--- config.mk ---
export PLATFORM = sky130hd
export DESIGN_NAME = ifu_fetch
export DESIGN_NICKNAME = d
export VERILOG_FILES = /design/src/rtl/ifu_fetch.sv
export SDC_FILE = /design/constraint.sdc
export NUM_CORES = 1
export LEC_CHECK = 0
export BUFFER_PORTS_ARGS = -buffer_cell sky130_fd_sc_hd__buf_4
export CELL_PAD_IN_SITES_DETAIL_PLACEMENT = 1
export CELL_PAD_IN_SITES_GLOBAL_PLACEMENT = 1
export CORE_ASPECT_RATIO = 0.75
export CORE_MARGIN = 4
export CORE_UTILIZATION = 31
export DETAILED_ROUTE_END_ITERATION = 6
export GPL_TIMING_DRIVEN = 0
export PLACE_DENSITY = 0.81
export SETUP_SLACK_MARGIN = 0.4
export SLEW_MARGIN = 20
export SYNTH_ARGS = -nofsm -noshare
export SYNTH_HDL_FRONTEND = slang
export SYNTH_SLANG_ARGS = --single-unit
--- constraint.sdc ---
create_clock -name clk -period 2.2 [get_ports clk]
set_clock_uncertainty 0.1 [all_clocks]
set_input_delay 0.22 -clock clk [delete_from_list [all_inputs] [get_ports clk]]
set_output_delay 0.22 -clock clk [all_outputs]
set_load 0.005 [all_outputs]
--- src/rtl/ifu_fetch.sv ---
`default_nettype none
// ============================================================================
// Module   : ifu_fetch
// Brief    : Instruction fetch stage. Owns the fetch PC, issues one
//            instruction-memory request at a time, buffers the returned
//            instruction for IF/ID and handles redirects/flushes, including
//            discarding an in-flight response.
// Revision : 1.0 - initial release
// ============================================================================
module ifu_fetch #(
    parameter int               XLEN      = 32,
    parameter logic [XLEN-1:0]  RESET_PC  = 32'h8000_0000,
    parameter logic [31:0]      NOP_INSTR = 32'h0000_0013
) (
    input  logic            clk,
    input  logic            rst,
    // instruction-memory request channel
    output logic            imem_req_valid,
    input  logic            imem_req_ready,
    output logic [XLEN-1:0] imem_req_addr,
    // instruction-memory response channel (no back-pressure)
    input  logic            imem_rsp_valid,
    input  logic [31:0]     imem_rsp_data,
    // flush / restart from later stages
    input  logic            redirect_valid,
    input  logic [XLEN-1:0] redirect_pc,
    // output buffer towards IF/ID
    output logic            out_valid,
    input  logic            out_ready,
    output logic [XLEN-1:0] out_pc,
    output logic [31:0]     out_instr
);

    // REQ : nothing outstanding
    // WAIT: one request outstanding, its response will be kept
    // DROP: one request outstanding, its response will be discarded
    typedef enum logic [1:0] {
        S_REQ  = 2'd0,
        S_WAIT = 2'd1,
        S_DROP = 2'd2
    } state_t;

    localparam logic [XLEN-1:0] c_PC_STEP = XLEN'(4);

    state_t          r_state;
    state_t          w_state_nxt;
    logic [XLEN-1:0] r_pc;
    logic [XLEN-1:0] w_pc_nxt;
    logic            r_out_valid;
    logic            w_out_valid_nxt;
    logic [XLEN-1:0] r_out_pc;
    logic [XLEN-1:0] w_out_pc_nxt;
    logic [31:0]     r_out_instr;
    logic [31:0]     w_out_instr_nxt;
    logic            w_req_hs;
    logic [XLEN-1:0] w_redirect_aligned;

    // Requests only go out when the buffer is (or is about to be) empty, so a
    // returning response always has room to land.
    assign imem_req_valid     = (r_state == S_REQ) && !rst && (!r_out_valid || out_ready);
    assign imem_req_addr      = r_pc;
    assign w_req_hs           = imem_req_valid && imem_req_ready;
    assign w_redirect_aligned = {redirect_pc[XLEN-1:2], 2'b00};

    assign out_valid = r_out_valid;
    assign out_pc    = r_out_pc;
    assign out_instr = r_out_instr;

    // Next-state, PC and output-buffer computation; a redirect overrides the
    // normal updates at the end.
    always_comb begin
        w_state_nxt     = r_state;
        w_pc_nxt        = r_pc;
        w_out_valid_nxt = r_out_valid;
        w_out_pc_nxt    = r_out_pc;
        w_out_instr_nxt = r_out_instr;

        // drain; a refill below cannot coincide with this by construction
        if (r_out_valid && out_ready) begin
            w_out_valid_nxt = 1'b0;
        end

        case (r_state)
            S_REQ: begin
                if (w_req_hs) begin
                    w_state_nxt = S_WAIT;
                end
            end
            S_WAIT: begin
                if (imem_rsp_valid) begin
                    w_out_instr_nxt = imem_rsp_data;
                    w_out_pc_nxt    = r_pc;
                    w_out_valid_nxt = 1'b1;
                    w_pc_nxt        = r_pc + c_PC_STEP;
                    w_state_nxt     = S_REQ;
                end
            end
            S_DROP: begin
                if (imem_rsp_valid) begin
                    w_state_nxt = S_REQ;
                end
            end
            default: begin
                w_state_nxt = S_REQ;
            end
        endcase

        if (redirect_valid) begin
            w_pc_nxt        = w_redirect_aligned;
            w_out_valid_nxt = 1'b0;
            w_out_instr_nxt = NOP_INSTR;
            w_out_pc_nxt    = r_out_pc;
            case (r_state)
                // an accepted old-address request must have its response dropped
                S_REQ:   w_state_nxt = w_req_hs ? S_DROP : S_REQ;
                S_WAIT:  w_state_nxt = imem_rsp_valid ? S_REQ : S_DROP;
                S_DROP:  w_state_nxt = imem_rsp_valid ? S_REQ : S_DROP;
                default: w_state_nxt = S_REQ;
            endcase
        end
    end

    // State, PC and output-buffer registers with synchronous reset.
    always_ff @(posedge clk) begin
        if (rst) begin
            r_state     <= S_REQ;
            r_pc        <= RESET_PC;
            r_out_valid <= 1'b0;
            r_out_pc    <= '0;
            r_out_instr <= NOP_INSTR;
        end else begin
            r_state     <= w_state_nxt;
            r_pc        <= w_pc_nxt;
            r_out_valid <= w_out_valid_nxt;
            r_out_pc    <= w_out_pc_nxt;
            r_out_instr <= w_out_instr_nxt;
        end
    end

endmodule
`default_nettype wire

==> results.md <==
* Die W at ~140 microns
* Hold Slack at between 15 and 20 ps
* Post-Syn Area at between 4000 and 5000 sq um
* Number of unique standard cell types used by synthesis at 40
* Seq/Total Area, Yosys at 0.457
* Tot GR Track Use at 0.203
* Total power density per cell area at between 600 and 700 nW/um^2
* CTS root buf: clkbuf_16
* Share of cells above drive strength 1 at 0.372
* Vias in the first global route at 4768
* TritonRoute pass-1 iters at 4
* RSZ-0062 raised after global routing: true
* Period utilization at 0.948
* First-pass GRT wire length at around 25 mm
* Post-Synthesis Cells at about 540
* Critical path arrival at between 2000 and 2500 ps
* Io pins at around 170
* H-tree depth at 3
* Gr ovfl total at 0
* Row count at 36
* Port Buf Inserts at 160
* Async S/R FF share, synth at 0
* Antenna cell count at 0
* Routed wire length per instance at about 18 microns
* Final antenna-violating net count at 0
* Hold Crit Class: primary input to register
* Post-Place Cells at between 800 and 900
* GPL Wtd Cong at 0.845
* Min Tclk post-route at approximately 2100 ps
* Starting Density at 0.319
* Sink Count at 95
* Critical Path RT at around 2400 ps
* Critical Path Fanout Max at 5
* Critical path class: register to register
* Non-Filler Instances at 905
* Clock latency on the worst-skew pair at between 300 and 400 ps
* Initial antenna violation count at 0
* Final TNS setup at 0 ps
* CORE AREA at ~13000 sq um
* Die area at about 15000 sq um
* 1st-iter DRT viols at ~250
* CP startpoint kind: register
* Clock Pin Slew Worst Setup and Hold Paths at 70 ps
* Fill cells at 1600
* Number of flops mapped to enable cells by yosys at 0
* Die Span Y at about 110 microns
* Status: complete, no violations
* Worst Setup End Kind: register
* Layout net count at approximately 800
* Worst vdd ir at between 0.0004 and 0.0005 V
* Clock Tree Buf Depth at 2
* Slew margin rel. at 0.585
* # Max-Cap Violations at 0
* Top FF cell, synth: dfxtp_1
* Worst slew pin tran at ~620 ps
* CTS tree: built
* Area Growth Syn to Fin at 54.7%
* Post-detail-place hpwl at ~12 mm
* Pin count of the biggest net entering global routing at 16
* LEAKAGE at 2.57 nW
* Via/cell ratio at 5.15
* DRC Markers at 0
* Vias at roughly 4700
* Final WL at approximately 16 mm
* Yosys warns at 0
* Fmax at about 480 MHz
* Syn_area_per_cell at approximately 7.8 sq um
* Final Hold Fails at 0
* Flops & latches, synth at 95
* Endpoints failing setup at 0
* Total CTS buffers at 9
* Max Slew Vio Count at 0
-- sequential cells by signal, indices dropped and copies added (netlist names) --
signal and flops:
imem_req_addr 30, out_instr 32, out_valid 1, r_state 2, out_pc 30
-- synth_stat cells, drive strengths merged (6+ instances only) --
| cell type | instances | area share |
|---|---|---|
| a311oi | 14 | 0.029 |
| dfxtp | 95 | 0.46 |
| or4 | 6 | 0.012 |
| nand3 | 17 | 0.023 |
| clkbuf | 29 | 0.026 |
| inv | 13 | 0.012 |
| nand2 | 140 | 0.13 |
| o21ai | 11 | 0.013 |
| nor2 | 32 | 0.029 |
| or3 | 8 | 0.012 |
| nor3 | 6 | 0.0072 |
| nor4 | 9 | 0.014 |
| xnor2 | 7 | 0.015 |
| a211oi | 12 | 0.022 |
| nand4 | 11 | 0.017 |
| a21oi | 64 | 0.077 |
| a2111oi | 6 | 0.013 |
| and4 | 6 | 0.013 |
| buf | 14 | 0.018 |
-- per-layer routing --
layer | wire, microns | GRT usage
met1 | 7100 | 0.259
met2 | 7680 | 0.333
met3 | 1360 | 0.0752
met4 | 155 | 0.0390
met5 | 0 | 0
-- stage by stage --
stage	power, mW	cell area [sq um]	setup slack, ps	utilization
2_1_floorplan	2.03	4210	214	-
3_3_place_gp	2.26	5630	65.0	0.431
3_5_place_dp	2.27	5630	-15.9	0.431
4_1_cts	3.99	6240	125	0.478
5_1_grt	4.14	6440	45.4	0.493
6_report	3.97	6440	114	0.493
-- final timing paths --
kind | from | to | slack, ps | cells past startpoint
worst min-delay path | imem_rsp_data[11] | out_instr[11]$_SDFFE_PP0P_ | 20 | 3
worst max register to register | r_state[1]$_SDFFE_PP0P_ | imem_req_addr[17]$_SDFFE_PP0P_ | 110 | 7
worst max-delay path | r_state[1]$_SDFFE_PP0P_ | imem_req_addr[17]$_SDFFE_PP0P_ | 110 | 7
worst min register to register | out_instr[28]$_SDFFE_PP0P_ | out_instr[28]$_SDFFE_PP0P_ | 360 | 2
-- cells by family after synthesis --
family	count (synthesis)	synth area share
flip-flops	95	0.457
AO/OA/AOI/OAI	113	0.165
XOR/XNOR	10	0.0210
buffers and inverters	56	0.0559
AND/OR/NAND/NOR	256	0.288
adder cells (fa/ha/maj)	4	0.0120
other	1	0.000901
-- power breakdown --
group	total (mW)	switching [mW]	internal (mW)
clock	1.69	0.693	0.995
combinational	0.433	0.209	0.225
sequential	1.85	0.0842	1.77
total	3.97	0.986	2.99
-- layout by cell type (no fill, tap or decap), types with 8 or more instances in the layout --
cell	instances
a211oi_1	12
a21oi_1	64
a311oi_1	11
buf_4	180
clkbuf_1	13
clkbuf_16	10
clkbuf_2	8
dfxtp_1	78
dfxtp_2	10
inv_1	11
nand2_1	139
nand3_1	13
nand4_1	11
nor2_1	31
-- area by class of cell --
cell class                      instances  area, sq um  area share
Multi-Input combinational cell        387         2310       0.359
Clock buffer                           10          229      0.0356
Inverter                               13         48.8     0.00758
Clock inverter                          6         83.8      0.0130
Tap cell                              171          214      0.0332
Sequential cell                        95         1940       0.301
Timing Repair Buffer                  180         1360       0.212
Buffer                                 43          246      0.0383
-- critical path, cell delays in order, from the launching register on --
cell	delay [ps]
dfxtp_2	330
inv_2	70
ha_4	160
nand2_2	50
or4_4	500
buf_6	150
or4_1	390
a311oi_1	250
-- timing repair --
action                                  CTS  global route
endpoints found under the hold margin     3             0
hold buffers                              3             0
endpoints found under the setup margin   87            85
pin swaps                                 6            10
setup buffers                            12             3
resized for setup                        46            66
cloned                                    2             0
Note: power is estimated with default switching activity, not from simulation.
